### src/rtl/facing_turn_controller_if.sv
// Bundle of game-frame inputs and facing/turn outputs between the movement logic and the
// sprite renderer. The master drives the positions; the slave is the facing controller.
interface facing_turn_controller_if;
  logic       frame_tick;
  logic [6:0] sprite1_x;
  logic [6:0] sprite2_x;
  logic       p1_busy;
  logic       p2_busy;
  logic       sprite1_facing_right;
  logic       sprite2_facing_right;
  logic       p1_turning;
  logic       p2_turning;
  logic       p1_turn_start;
  logic       p2_turn_start;

  modport master (
    output frame_tick,
    output sprite1_x,
    output sprite2_x,
    output p1_busy,
    output p2_busy,
    input  sprite1_facing_right,
    input  sprite2_facing_right,
    input  p1_turning,
    input  p2_turning,
    input  p1_turn_start,
    input  p2_turn_start
  );

  modport slave (
    input  frame_tick,
    input  sprite1_x,
    input  sprite2_x,
    input  p1_busy,
    input  p2_busy,
    output sprite1_facing_right,
    output sprite2_facing_right,
    output p1_turning,
    output p2_turning,
    output p1_turn_start,
    output p2_turn_start
  );
endinterface

### src/rtl/facing_turn_controller.sv
// Debounced, busy-gated fighter turnarounds with a fixed-length turn animation per player.
// Define FACING_HYST_EN to require HYST_FRAMES eligible ticks before a turn (else the first).
module facing_turn_controller #(
  parameter int unsigned DEADBAND    = 2,
  parameter int unsigned HYST_FRAMES = 3,
  parameter int unsigned TURN_FRAMES = 4
) (
  input logic                     clk,
  input logic                     reset,
  facing_turn_controller_if.slave bus
);

  typedef enum logic [1:0] {StIdle, StPending, StTurning} state_e;

  localparam logic [7:0] Deadband  = 8'(DEADBAND);
  localparam logic [3:0] TurnLimit = 4'(TURN_FRAMES);
`ifdef FACING_HYST_EN
  localparam logic [3:0] HystLimit = 4'(HYST_FRAMES);
`else
  localparam logic [3:0] HystLimit = 4'd1;
`endif

  logic [7:0] x1, x2;
  logic       p1_left_q, p1_left_d;

  // Index 0 is player 1, index 1 is player 2.
  state_e     state_q [2];
  state_e     state_d [2];
  logic [3:0] cnt_q   [2];
  logic [3:0] cnt_d   [2];
  logic [1:0] facing_q, facing_d;
  logic [1:0] turning_q, turning_d;
  logic [1:0] start_q, start_d;
  logic [1:0] desired, busy;

  assign x1 = {1'b0, bus.sprite1_x};
  assign x2 = {1'b0, bus.sprite2_x};

  // Separation within the deadband keeps the previous side, so sprites standing close don't flicker.
  always_comb begin
    p1_left_d = p1_left_q;
    if (x1 + Deadband < x2) begin
      p1_left_d = 1'b1;
    end else if (x2 + Deadband < x1) begin
      p1_left_d = 1'b0;
    end
  end

  assign desired = {~p1_left_q, p1_left_q};
  assign busy    = {bus.p2_busy, bus.p1_busy};

  always_comb begin
    for (int i = 0; i < 2; i++) begin
      state_d[i]   = state_q[i];
      cnt_d[i]     = cnt_q[i];
      facing_d[i]  = facing_q[i];
      turning_d[i] = turning_q[i];
      start_d[i]   = 1'b0;

      unique case (state_q[i])
        StIdle: begin
          if (desired[i] != facing_q[i]) begin
            state_d[i] = StPending;
            cnt_d[i]   = 4'd0;
          end
        end
        StPending: begin
          if (desired[i] == facing_q[i]) begin
            state_d[i] = StIdle;
            cnt_d[i]   = 4'd0;
          end else if (bus.frame_tick && !busy[i]) begin
            if (cnt_q[i] + 4'd1 == HystLimit) begin
              state_d[i]   = StTurning;
              cnt_d[i]     = 4'd0;
              facing_d[i]  = ~facing_q[i];
              turning_d[i] = 1'b1;
              start_d[i]   = 1'b1;
            end else begin
              cnt_d[i] = cnt_q[i] + 4'd1;
            end
          end
        end
        StTurning: begin
          // Position and busy are deliberately ignored until the animation finishes.
          if (bus.frame_tick) begin
            if (cnt_q[i] + 4'd1 == TurnLimit) begin
              state_d[i]   = StIdle;
              cnt_d[i]     = 4'd0;
              turning_d[i] = 1'b0;
            end else begin
              cnt_d[i] = cnt_q[i] + 4'd1;
            end
          end
        end
        default: begin
          state_d[i]   = StIdle;
          cnt_d[i]     = 4'd0;
          turning_d[i] = 1'b0;
        end
      endcase
    end
  end

  always_ff @(posedge clk) begin
    if (reset) begin
      p1_left_q  <= 1'b1;
      state_q[0] <= StIdle;
      state_q[1] <= StIdle;
      cnt_q[0]   <= 4'd0;
      cnt_q[1]   <= 4'd0;
      facing_q   <= 2'b01;
      turning_q  <= 2'b00;
      start_q    <= 2'b00;
    end else begin
      p1_left_q  <= p1_left_d;
      state_q[0] <= state_d[0];
      state_q[1] <= state_d[1];
      cnt_q[0]   <= cnt_d[0];
      cnt_q[1]   <= cnt_d[1];
      facing_q   <= facing_d;
      turning_q  <= turning_d;
      start_q    <= start_d;
    end
  end

  assign bus.sprite1_facing_right = facing_q[0];
  assign bus.sprite2_facing_right = facing_q[1];
  assign bus.p1_turning           = turning_q[0];
  assign bus.p2_turning           = turning_q[1];
  assign bus.p1_turn_start        = start_q[0];
  assign bus.p2_turn_start        = start_q[1];

endmodule

### src/flat_wrapper.sv
// flat-port wrapper written by rule: the top's interface ports become plain ports
module facing_turn_controller_flat 
#(
  parameter int unsigned DEADBAND    = 2,
  parameter int unsigned HYST_FRAMES = 3,
  parameter int unsigned TURN_FRAMES = 4
)
  (clk, reset, bus_frame_tick, bus_sprite1_x, bus_sprite2_x, bus_p1_busy, bus_p2_busy, bus_sprite1_facing_right, bus_sprite2_facing_right, bus_p1_turning, bus_p2_turning, bus_p1_turn_start, bus_p2_turn_start);
  facing_turn_controller_if bus_i ();
  input logic clk;
  input logic reset;
  input wire logic [$bits(bus_i.frame_tick)-1:0] bus_frame_tick;
  input wire logic [$bits(bus_i.sprite1_x)-1:0] bus_sprite1_x;
  input wire logic [$bits(bus_i.sprite2_x)-1:0] bus_sprite2_x;
  input wire logic [$bits(bus_i.p1_busy)-1:0] bus_p1_busy;
  input wire logic [$bits(bus_i.p2_busy)-1:0] bus_p2_busy;
  output wire logic [$bits(bus_i.sprite1_facing_right)-1:0] bus_sprite1_facing_right;
  output wire logic [$bits(bus_i.sprite2_facing_right)-1:0] bus_sprite2_facing_right;
  output wire logic [$bits(bus_i.p1_turning)-1:0] bus_p1_turning;
  output wire logic [$bits(bus_i.p2_turning)-1:0] bus_p2_turning;
  output wire logic [$bits(bus_i.p1_turn_start)-1:0] bus_p1_turn_start;
  output wire logic [$bits(bus_i.p2_turn_start)-1:0] bus_p2_turn_start;
  assign bus_i.frame_tick = bus_frame_tick;
  assign bus_i.sprite1_x = bus_sprite1_x;
  assign bus_i.sprite2_x = bus_sprite2_x;
  assign bus_i.p1_busy = bus_p1_busy;
  assign bus_i.p2_busy = bus_p2_busy;
  assign bus_sprite1_facing_right = bus_i.sprite1_facing_right;
  assign bus_sprite2_facing_right = bus_i.sprite2_facing_right;
  assign bus_p1_turning = bus_i.p1_turning;
  assign bus_p2_turning = bus_i.p2_turning;
  assign bus_p1_turn_start = bus_i.p1_turn_start;
  assign bus_p2_turn_start = bus_i.p2_turn_start;
  facing_turn_controller #(.DEADBAND(DEADBAND), .HYST_FRAMES(HYST_FRAMES), .TURN_FRAMES(TURN_FRAMES)) u_core (.clk(clk), .reset(reset), .bus(bus_i));
endmodule
### config.mk
export PLATFORM = sky130hd
export DESIGN_NAME = facing_turn_controller_flat
export DESIGN_NICKNAME = d
export VERILOG_FILES = /design/src/rtl/facing_turn_controller_if.sv /design/src/rtl/facing_turn_controller.sv /design/src/flat_wrapper.sv
export SDC_FILE = /design/constraint.sdc
export NUM_CORES = 1
export LEC_CHECK = 0
export ABC_AREA = 1
export BUFFER_PORTS_ARGS = -buffer_cell sky130_fd_sc_hd__clkbuf_2
export CAP_MARGIN = 20
export CORE_MARGIN = 5
export CORE_UTILIZATION = 45
export DETAILED_ROUTE_END_ITERATION = 10
export MAX_ROUTING_LAYER = met4
export PLACE_DENSITY = 0.76
export RECOVER_POWER = 100
export SETUP_SLACK_MARGIN = 0.5
export SLEW_MARGIN = 20
export SYNTH_ARGS = -nofsm -noshare
export SYNTH_HDL_FRONTEND = slang
export SYNTH_SLANG_ARGS = --single-unit
### constraint.sdc
create_clock -name clk -period 1.9 [get_ports clk]
set_input_delay 0.19 -clock clk [delete_from_list [all_inputs] [get_ports clk]]
set_output_delay 0.19 -clock clk [all_outputs]
set_load 0.01 [all_outputs]
* Yosys cells after proc, flatten, opt, wreduce, memory -nomap -nowiden
Memory sizes are Yosys's and may differ from the RTL's. Index checks and enable logic that the tools add are counted.
Storage, ports and cells: register bits after elaboration 7, bits in writable memories 12, bits of input ports 19, output and inout port bits 6, word-level logic and storage cells 114, memories kept 2
Memories:
- u_core.cnt_q | depth 2, bits a word 4, read ports 2, clocked after memory_dff 0, write ports 2, line facing_turn_controller.sv:29 | logic [3:0] cnt_q [2];
- u_core.state_q | depth 2, bits a word 2, read ports 2, clocked after memory_dff 0, write ports 2, line facing_turn_controller.sv:27 | state_e state_q [2];
Operators by class: $add $sub $neg 4, magnitude comparators 2, equal/unequal tests 22, muxes and demuxes 49, bitwise logic cells 15, reductions and logical operators 13
Operators with widths (count):
- 2-to-1 mux 4 bit | 14
- 2-to-1 mux 2 bit | 14
- one-hot mux 4 bit (3 select lines) | 2
- adder 7 x 2 -> 8 bit, second input constant | 2
- < comparator 8 x 7 -> 1 bit | 2
- 2-to-1 mux 1 bit | 15
- != test 2 x 1 -> 1 bit, second input constant | 6
- one-hot mux 2 bit (3 select lines) | 2
- AND reduction 6 bit | 2
- inverter 1 bit | 11
- adder 4 x 1 -> 4 bit, second input constant | 2
- equality test 4 x 1 -> 1 bit, second input constant | 2
- equality test 4 x 3 -> 1 bit, second input constant | 2
- != test 2 bit, second input constant | 4
- AND reduction 4 bit | 2
- OR reduction 4 bit | 2
- one-hot mux 1 bit (3 select lines) | 2
- equality test 2 x 1 -> 1 bit, second input constant | 2
- equality test 2 bit, second input constant | 2
- logical NOT 2 bit | 2
- bitwise OR 1 bit | 4
- equality test 1 bit | 2
- logical AND 1 bit | 2
- logical NOT 1 bit | 2
- other kinds (2) | 3

* Depth between registers and ports, before layout
Gate-level depths: netlist of run 1. An unclocked memory read counts as a cell.
word-level depth 8, gate-level depth with buffers 12, depth with buffers taken out 12

* Least setup slack after synthesis of run 1
No wires, ideal clock.
path type in2reg, from input bus_sprite1_x[1], to register u_core.p1_left_q, setup time 59 ps, arrival 1395 ps, required time 1841 ps, setup slack 446 ps, stages 10, buffers on the path 0, path through ha_1 -> nand3_1 -> xor2_1 -> inv_1 -> ha_1 -> a21oi_1 -> o211ai_1 -> a21oi_1 -> nor2_1 -> nand2_1
Between the ends: cells in the longest elaborated chain, start to end 3, elaborated cells on any way between the ends 4, classes of those cells 1 x add/sub; 2 x order compare; 1 x reduce/logical
RTL lines:
- from (decl) | line flat_wrapper.sv:13 | input wire logic [$bits(bus_i.sprite1_x)-1:0] bus_sprite1_x;
- adder 7 x 2 -> 8 bit | line facing_turn_controller.sv:42 | if (x1 + Deadband < x2) begin
- < comparator 8 x 7 -> 1 bit | line facing_turn_controller.sv:42
- OR reduction 2 bit (no source line)
- to (signal assigned) | line facing_turn_controller.sv:115 | p1_left_q <= p1_left_d;
- to (decl) | line facing_turn_controller.sv:24 | logic p1_left_q, p1_left_d;
Parallel ways exist; a longest one is shown, timed or not. A chain may end at the register's enable or synchronous reset.

==> metrics.txt, run 1 <==
switching power=0.781 mW; insertion delay to the later sink of the worst-skew pair=0.26 ns; register area=400 sq um; WHS Endpoint=u_core.state_q[0][0]$_SDFFE_PP0P_; worst hold slack after final layout=0.251 ns; largest cells by area after synthesis=dfxtp_1 (22%), ha_1 (17%), inv_1 (11%); endpoint of the worst-slack reg-to-reg timing path=u_core.state_q[0][2]$_SDFFE_PP0P_; total area of multi-input combinational cells=1400 sq um; maximum vdd drop=298 uV; number of cells produced by synthesis=261; critical path peak fanout=6; io pins=25; origin of the worst min-delay path=reset; Final Core Density=63.1%; top cells by count, synth=inv_1 (52), nand2_1 (51), ha_1 (23), nor2_1 (21), a21oi_1 (20); final critical-path required period=1.57 ns; leakage dissipation=1.10 nW; Worst Hold Depth=2; Setup TNS Final=0 ns; HP Class=input port to flip-flop; CP arrival=1.73 ns; share of the clock period used by the worst path=82.6%; CTS tree=built; num rows=22; post-synthesis to final-layout area growth=34.6%; switching fraction of total power=43.8%; worst clock skew on the final layout=0.00659 ns; post-layout worst setup margin=0.331 ns; total power=1.78 mW; proportion of synthesized chip area in sequential cells=22.0%; per-instance average area after synthesis=6.62 sq um; P_int=1.00 mW; Pre-Repair DR Iteration Count=4; post-detailed-route via-to-cell ratio=5.07; worst setup slack for register-to-register paths=0.33 ns; Diodes inserted=0; routed wire length=4330 microns; Die Span Y=72.0 microns; most frequently used cell type in the post-synthesis netlist=inv_1; pin count of the biggest net entering global routing=12; hold violation total from the final report=0; share of flip-flops with an asynchronous set or reset=0%; overall overflow remaining after global route=0; pre-CTS WS=0.240 ns; global-route wire length before repair=6290 microns; GRT Overall Usage=15.1%; actual slew at the worst max-slew pin=0.290 ns; startpoint of the worst-slack reg-to-reg timing path=u_core.state_q[0][2]$_SDFFE_PP0P_; number of enable-type register cells in the synthesized netlist=0; CTS hold repair buffers=0; length of routed met3 wiring=138 microns; count of filler cells inserted in the layout=343; antenna violations before repair=0; library cells used by synthesis=28; cell area after synthesis=1730 sq um; Die Area=5180 sq um; final routed DRC violation total=0; core region area=3690 sq um; vias post-DR=1745; count of state elements after synthesis=19; share of the synthesized area in the top cell type=22.0%; crit path kind=flip-flop to flip-flop; Worst Reg2Reg Path Length in Cells=10; CTS H-tree lvls=1; wire length on met2=2320 microns; most used flip-flop cell after synthesis=dfxtp_1; placed wire-length estimate=2880 microns; RSZ-0062 raised after global routing=yes; uppermost layer routed=met4; Final setup violation count=0; average routed wire per standard cell=12.6 microns; fin nets=339; clock transition at the registers of the reported paths=0.08 ns; nature of the critical path endpoint=flip-flop; post-synthesis cell type with the largest combined area=dfxtp_1; Final Max Tran Viols=0; RD Place Congestion=0.843; peak clock frequency supported by timing=0.637 GHz; number of buffers created by CTS=3; startpoint kind of the worst setup timing path=flip-flop; antenna violation net count after detailed routing=0; Clock power frac=16.2%; required time of the worst setup path=2.06 ns; maxcap violations=0; total of buffers placed on input and output ports=24; part of the power in registers=29.2%; portion of total power attributed to combinational logic=54.6%; routed length on met1=1780 microns; vias in the first global route=1530; number of DRC markers after the initial detailed-route iteration=94; horizontal die dimension=72.0 microns; power density over the cells=767 nW/um^2; Num Clock Sinks=19; Max clock buf depth=2; initial core utilization=46.8%; Root Buffer=clkbuf_8; number of synthesis warnings=0; status=finished, final reports clean; layout cell share with drive strength beyond 1=34.5%; slew margin rel.=80.5%; net count after synthesis=303
[how the worst max path moves through the flow]
stage,start,end,slack [ns],cells past startpoint
floorplan,bus_sprite2_x[1],u_core.p1_left_q$_SDFFE_PP1N_,0.50,11
global placement,bus_sprite1_x[3],u_core.p1_left_q$_SDFFE_PP1N_,0.30,11
detailed placement,bus_sprite1_x[3],u_core.p1_left_q$_SDFFE_PP1N_,0.24,11
CTS,u_core.cnt_q[0][4]$_SDFFE_PP0P_,u_core.facing_q[1]$_SDFFE_PP0P_,0.46,8
global route,u_core.state_q[0][2]$_SDFFE_PP0P_,u_core.state_q[0][2]$_SDFFE_PP0P_,0.23,10
finish,u_core.state_q[0][2]$_SDFFE_PP0P_,u_core.state_q[0][2]$_SDFFE_PP0P_,0.33,10
[routing by layer]
layer  GRT usage (%)  vias to the layer above
met3            2.08                       10
met1            18.2                      800
met4            3.76                        0
met5               -                        -
met2            26.3                       32
li1                -                      903
[power by group through the flow]
| stage | Clock (mW) | Combinational [mW] | Sequential [mW] |
|---|---|---|---|
| 5_1_grt | 0.314 | 1.09 | 0.528 |
| 2_1_floorplan | 0 | 0.574 | 0.497 |
| 6_report | 0.290 | 0.974 | 0.521 |
| 3_3_place_gp | 0 | 0.710 | 0.504 |
| 4_1_cts | 0.298 | 0.735 | 0.494 |
| 3_5_place_dp | 0 | 0.723 | 0.503 |
[final cells by class]
class | count | area share (%)
Inverter | 56 | 9.25
Sequential cell | 19 | 17.2
Multi-Input combinational cell | 185 | 60.3
Timing Repair Buffer | 32 | 8.66
Clock inverter | 1 | 0.215
Clock buffer | 3 | 1.78
Tap cell | 48 | 2.58
[timing repair]
| item | CTS | global route |
|---|---|---|
| endpoints found under the setup margin | 11 | 19 |
| pin swaps | 2 | 32 |
| setup buffers | 1 | 7 |
| gates resized for setup | 8 | 87 |
[critical path: stages (launching register included)]
cell	delay, ns
dfxtp_1	0.42
inv_1	0.12
ha_1	0.26
nand3_1	0.10
nand2_1	0.06
inv_1	0.09
nand2_4	0.08
inv_1	0.13
nand3_1	0.10
nand2_1	0.07
nor2_1	0.04
[state kept, by name, summed over array words and instances (netlist names)]
register          flops
u_core.cnt_q          8
u_core.state_q        4
u_core.facing_q       2
u_core.start_q        2
u_core.turning_q      2
u_core.p1_left_q      1
[placed cells by master (no fill, tap or decap), drive strengths merged]
cell type,instances
o21a,1
clkinv,1
o21ai,10
xor2,7
clkbuf,23
dfxtp,19
or2,1
ha,23
inv,56
buf,12
nand2,61
nand3b,4
o211ai,2
nand3,21
nor4,1
a31oi,1
o21bai,1
nor3,4
nand4,5
nor2,23
a21oi,20
[per-stage QoR]
step / instances / area, sq um
2_1_floorplan: 261 / 1740
3_3_place_gp: 332 / 1920
3_5_place_dp: 332 / 1920
4_1_cts: 337 / 1990
5_1_grt: 344 / 2330
6_report: 344 / 2330
[logic make-up (layout without fill, tap and decap cells)]
group	after synthesis	in the layout	synth area share, %
compound gates	35	35	11.1
flops	19	19	22.0
fa+ha+maj	23	23	16.7
xor+xnor	7	7	3.55
buf+inv	57	92	12.4
simple gates	120	120	34.3
No activity file was read; power rests on OpenSTA's default activity.
==> inputs of run 2 (changes only) <==
==> constraint.sdc (replaced) <==
create_clock -name clk -period 1.61 [get_ports clk]
set_input_delay 0.161 -clock clk [delete_from_list [all_inputs] [get_ports clk]]
set_output_delay 0.161 -clock clk [all_outputs]
set_load 0.01 [all_outputs]
==> metrics.txt, run 2 (synthesis results as in run 1) <==
total of buffers placed on input and output ports=24 (unchanged); global-route wire length before repair=6820 microns (+8.5%); actual slew at the worst max-slew pin=0.294 ns (+0.00439 ns); Num Clock Sinks=19 (unchanged); critical path peak fanout=5 (-1); number of flip-flops in the largest register=8 (unchanged); Final setup violation count=0 (unchanged); vias in the first global route=1603 (+4.8%); io pins=25 (unchanged); register with the most flip-flops=u_core.cnt_q; Final Max Tran Viols=0 (unchanged); Die Span Y=72.0 microns (unchanged); slowest stage cell, crit path=dfxtp_1; final routed DRC violation total=0 (unchanged); gate family responsible for the most delay along the worst path=simple AND/OR/NAND/NOR gates; overall overflow remaining after global route=0 (unchanged); number of DRC markers after the initial detailed-route iteration=57 (-39%); leading cell type in the layout, fill and taps excluded=nand2_1; vias post-DR=1741 (-0.23%); Max clock buf depth=2 (unchanged); cell area after placement=2120 sq um (+11%); antenna violation net count after detailed routing=0 (unchanged); Final Core Density=67.6% (+4.5 points); insertion delay to the later sink of the worst-skew pair=0.26 ns (about the same); Post-Place Cells=333 (+0.30%); horizontal die dimension=72.0 microns (unchanged); Diodes inserted=0 (unchanged); maxcap violations=0 (unchanged); routed wire length=4150 microns (-4.2%); pin count of the biggest net entering global routing=12 (unchanged); HP Class=input port to flip-flop; Crit path buffers/inverters=1 (-2); antenna violations before repair=0 (unchanged); required time of the worst setup path=1.76 ns (-0.30 ns); fin nets=347 (+2.4%); num rows=22 (unchanged); core region area=3690 sq um (unchanged); post-layout worst setup margin=0.249 ns (-0.0816 ns); number of non-filler instances in the completed layout=352 (+2.3%); Setup TNS Final=0 ns (unchanged); layout cell share with drive strength beyond 1=43.1% (+8.6 points); power density over the cells=905 nW/um^2 (+18%); slew margin rel.=80.4% (-0.15 points); post-detailed-route via-to-cell ratio=4.95 (-2.5%); post-synthesis to final-layout area growth=44.2%; CTS H-tree lvls=1 (unchanged); crit path kind=flip-flop to flip-flop; RSZ-0062 raised after global routing=yes; worst clock skew on the final layout=0.00208 ns (-0.00451 ns); placed wire-length estimate=3070 microns (+6.4%); GRT Overall Usage=16.6% (+1.6 points); Root Buffer=clkbuf_8; final critical-path required period=1.36 ns (-0.208 ns); Die Area=5180 sq um (unchanged); initial core utilization=46.8% (unchanged); leakage dissipation=1.16 nW (+4.9%); registers with the most flip-flops=u_core.cnt_q (8), u_core.state_q (4); share of the clock period used by the worst path=84.5% (+1.9 points); largest stage delay on the critical path=0.44 ns (+0.02 ns); Pre-Repair DR Iteration Count=5 (+1); RD Place Congestion=0.857 (+1.6%); nature of the critical path endpoint=flip-flop; pre-CTS WS=0.00717 ns (-0.232 ns); status=finished, final reports clean; clock transition at the registers of the reported paths=0.07 ns (about the same); number of buffers created by CTS=3 (unchanged); startpoint kind of the worst setup timing path=flip-flop; fin area=2490 sq um (+7.2%); hold violation total from the final report=0 (unchanged); CP arrival=1.51 ns (-0.22 ns); peak clock frequency supported by timing=0.735 GHz (+15%); maximum vdd drop=1010 uV (+240%); most used cells in the layout excluding fill and tap cells=nand2_1 (41), inv_1 (36), nor2_1 (17); crit path cell chain=ha_4 > inv_2 > nand2_2 > nand2_2 > nor2_4 > nand3_2 > nand2_4 > nor2_2 > nor2_1 > nor2_1; CTS tree=built; average routed wire per standard cell=11.8 microns (-6.4%)
run 2: metrics by stage:
| stage | hold WS, ns | total power, mW |
|---|---|---|
| floorplan | 0.346 | 1.40 |
| global placement | 0.450 | 1.61 |
| detailed placement | 0.459 | 1.63 |
| CTS | 0.256 | 2.21 |
| global route | 0.253 | 2.45 |
| finish | 0.253 | 2.26 |
run 2: routing by layer:
layer  part of all wire [%]  track usage, %
met1                     45            20.3
met2                     51            28.9
met3                    3.2            3.46
met4                    1.2            2.30
met5                      0               -
run 2: cell type report:
class                   count  area [sq um]
multi-input cells         185          1460
fillers                   306          1200
flip-flops and latches     19           410
repair buffers             40           297
inverters                  56           220
well taps                  48          60.1
clock buffers               4          45.0
run 2: worst register-to-register path: stages, from the launching register on:
cell and delay, ns:
dfxtp_1 0.44, ha_4 0.19, inv_2 0.04, nand2_2 0.05, nand2_2 0.07, nor2_4 0.11
nand3_2 0.09, nand2_4 0.10, nor2_2 0.05, nor2_1 0.10, nor2_1 0.04
run 2: timing repair:
item	in CTS	in global routing
pin swaps	32	22
resized for setup	42	22
setup endpoints to repair	19	19
setup buffers	10	5
hold buffers	0	0
run 2: where the power goes:
part | internal (mW) | switching [mW]
Combinational | 0.562 | 0.726
Sequential | 0.547 | 0.0826
Clock | 0.176 | 0.162
Total | 1.29 | 0.970
run 2: path summary, 6_finish.rpt:
check	startpoint	to	slack (ns)	cells past startpoint
min	reset	u_core.cnt_q[0][1]$_SDFFE_PP0P_	0.25	2
max reg2reg	u_core.cnt_q[0][1]$_SDFFE_PP0P_	u_core.cnt_q[0][0]$_SDFFE_PP0P_	0.25	10
max	u_core.cnt_q[0][1]$_SDFFE_PP0P_	u_core.cnt_q[0][0]$_SDFFE_PP0P_	0.25	10
min reg2reg	u_core.turning_q[0]$_SDFFE_PP0P_	u_core.turning_q[0]$_SDFFE_PP0P_	0.46	2
==> inputs of run 3 (changes only) <==
--- a/config.mk
+++ b/config.mk
@@ -12,7 +12,7 @@
 export CORE_UTILIZATION = 45
 export DETAILED_ROUTE_END_ITERATION = 10
 export MAX_ROUTING_LAYER = met4
-export PLACE_DENSITY = 0.76
+export PLACE_DENSITY = 0.79
 export RECOVER_POWER = 100
 export SETUP_SLACK_MARGIN = 0.5
 export SLEW_MARGIN = 20
==> constraint.sdc (replaced) <==
create_clock -name clk -period 1.2 [get_ports clk]
set_input_delay 0.12 -clock clk [delete_from_list [all_inputs] [get_ports clk]]
set_output_delay 0.12 -clock clk [all_outputs]
set_load 0.01 [all_outputs]
==> metrics.txt, run 3 (synthesis results as in run 1) <==
Final setup violation count=19 (+19); power density over the cells=1290 nW/um^2 (+42%); io pins=25 (unchanged); Max clock buf depth=2 (unchanged); peak clock frequency supported by timing=0.715 GHz (-2.8%); number of flip-flops in the largest register=8 (unchanged); CTS tree=built; maxcap violations=0 (unchanged); status=finished, violations left; origin of the worst min-delay path=reset; post-detailed-route via-to-cell ratio=5.50 (+11%); RSZ-0062 raised after global routing=yes; worst setup slack for register-to-register paths=-0.20 ns (-0.45 ns); instance count on the critical path=9 (-1); Worst Hold Depth=3 (+1); RD Place Congestion=0.870 (+1.6%); vias post-DR=2112 (+21%); routed wire length=6670 microns (+61%); hold violation total from the final report=0 (unchanged); nature of the critical path endpoint=flip-flop; most used cells in the layout excluding fill and tap cells=buf_4 (45), inv_1 (37), nand2_1 (33); register with the most flip-flops=u_core.cnt_q; cell area after placement=2360 sq um (+12%); placed wire-length estimate=3760 microns (+23%); core region area=3690 sq um (unchanged); Die Area=5180 sq um (unchanged); final critical-path required period=1.40 ns (+0.0387 ns); Crit path buffers/inverters=2 (+1); Diodes inserted=0 (unchanged); largest stage delay on the critical path=0.38 ns (-0.06 ns); total of buffers placed on input and output ports=24 (unchanged); number of DRC markers after the initial detailed-route iteration=185 (+220%); average routed wire per standard cell=17.4 microns (+47%); share of the clock period used by the worst path=117% (+32 points); Final Max Tran Viols=0 (unchanged); number of buffers created by CTS=3 (unchanged); Worst Reg2Reg Path Length in Cells=9 (-1); vias in the first global route=2214 (+38%); antenna violations before repair=0 (unchanged); HP Class=input port to flip-flop; actual slew at the worst max-slew pin=0.314 ns (+0.0200 ns); fin area=2930 sq um (+17%); CTS hold repair buffers=0 (unchanged); startpoint of the worst-slack reg-to-reg timing path=u_core.state_q[0][3]$_SDFFE_PP0P_; overall overflow remaining after global route=0 (unchanged); CTS H-tree lvls=1 (unchanged); gate family responsible for the most delay along the worst path=simple AND/OR/NAND/NOR gates; post-synthesis to final-layout area growth=69.3%; slew margin rel.=79.0% (-1.4 points); pre-CTS WS=-0.358 ns (-0.365 ns); post-layout worst setup margin=-0.200 ns (-0.449 ns); maximum vdd drop=1320 uV (+31%); CP arrival=1.58 ns (+0.07 ns); initial core utilization=46.8% (unchanged); endpoint of the worst-slack reg-to-reg timing path=u_core.cnt_q[0][4]$_SDFFE_PP0P_; final routed DRC violation total=0 (unchanged); antenna violation net count after detailed routing=0 (unchanged); leading cell type in the layout, fill and taps excluded=buf_4; leakage dissipation=1.40 nW (+21%); Die Span Y=72.0 microns (unchanged); violated checks=negative setup slack; pin count of the biggest net entering global routing=12 (unchanged); crit path cell chain=inv_4 > ha_4 > nand3_4 > nand2_4 > inv_4 > nand2_4 > nor2_4 > nand2_1 > a21oi_1; GRT Overall Usage=23.6% (+6.9 points); startpoint kind of the worst setup timing path=flip-flop; global-route wire length before repair=9430 microns (+38%); layout cell share with drive strength beyond 1=56.3% (+13 points); required time of the worst setup path=1.38 ns (-0.38 ns); critical path peak fanout=5 (unchanged); Pre-Repair DR Iteration Count=6 (+1); worst clock skew on the final layout=0.00272 ns (+0.000642 ns); num rows=22 (unchanged); Num Clock Sinks=19 (unchanged); Root Buffer=clkbuf_8; horizontal die dimension=72.0 microns (unchanged); insertion delay to the later sink of the worst-skew pair=0.26 ns (about the same); registers with the most flip-flops=u_core.cnt_q (8), u_core.state_q (4); crit path kind=flip-flop to flip-flop; WHS Endpoint=u_core.state_q[0][0]$_SDFFE_PP0P_; fin nets=379 (+9.2%); slowest stage cell, crit path=dfxtp_4; clock transition at the registers of the reported paths=0.08 ns (about the same)
[run 3: final cells by class]
type	instances	area (sq um)
repair buffers	72	583
well taps	48	60.1
fillers	227	763
multi-input cells	185	1580
flip-flops and latches	19	427
inverters	56	228
clock inverters	1	5.00
clock buffers	3	41.3
[run 3: timing repair]
| action | CTS | global route |
|---|---|---|
| endpoints found under the setup margin | 25 | 25 |
| pin swaps | 27 | 26 |
| buffers inserted | 13 | 3 |
| resized for setup | 52 | 47 |
[run 3: metrics by stage]
step | setup TNS, ns | utilization [%] | hold slack [ns] | power (mW) | std cells
finish | -2.33 | 79.3 | 0.222 | 3.76 | 384
global route | -3.46 | 79.3 | 0.220 | 3.94 | 384
detailed placement | -1.90 | 64.1 | 0.452 | 2.44 | 364
global placement | -1.07 | 64.1 | 0.445 | 2.37 | 364
CTS | -1.20 | 73.9 | 0.217 | 3.21 | 381
floorplan | -0.0794 | - | 0.305 | 1.92 | 261
[run 3: layer usage]
metal | track usage (%) | wire length (microns) | vias to the layer above | share of wire, %
met5 | - | 0 | - | 0
met4 | 15.7 | 374 | 0 | 5.6
met1 | 20.6 | 2420 | 988 | 36
met3 | 4.71 | 311 | 45 | 4.7
li1 | - | - | 983 | -
met2 | 44.8 | 3570 | 96 | 53
[run 3: worst min-delay path, cell delays in order]
cell      delay, ns
clkbuf_2       0.09
buf_4          0.20
a21oi_2        0.04
[run 3: how the worst max path moves through the flow]
stage	startpoint	to	slack (ns)
detailed placement	bus_sprite1_x[1]	u_core.p1_left_q$_SDFFE_PP1N_	-0.36
finish	u_core.state_q[0][3]$_SDFFE_PP0P_	u_core.cnt_q[0][4]$_SDFFE_PP0P_	-0.20
global placement	bus_sprite1_x[1]	u_core.p1_left_q$_SDFFE_PP1N_	-0.33
CTS	u_core.cnt_q[0][5]$_SDFFE_PP0P_	u_core.state_q[0][3]$_SDFFE_PP0P_	-0.11
floorplan	bus_sprite1_x[1]	u_core.p1_left_q$_SDFFE_PP1N_	-0.08
global route	bus_sprite1_x[1]	u_core.p1_left_q$_SDFFE_PP1N_	-0.29
[run 3: power by group]
group	internal, mW	total, mW	switching [mW]
Combinational	1.08	2.43	1.35
Sequential	0.731	0.855	0.124
Clock	0.232	0.477	0.245
Total	2.04	3.76	1.72
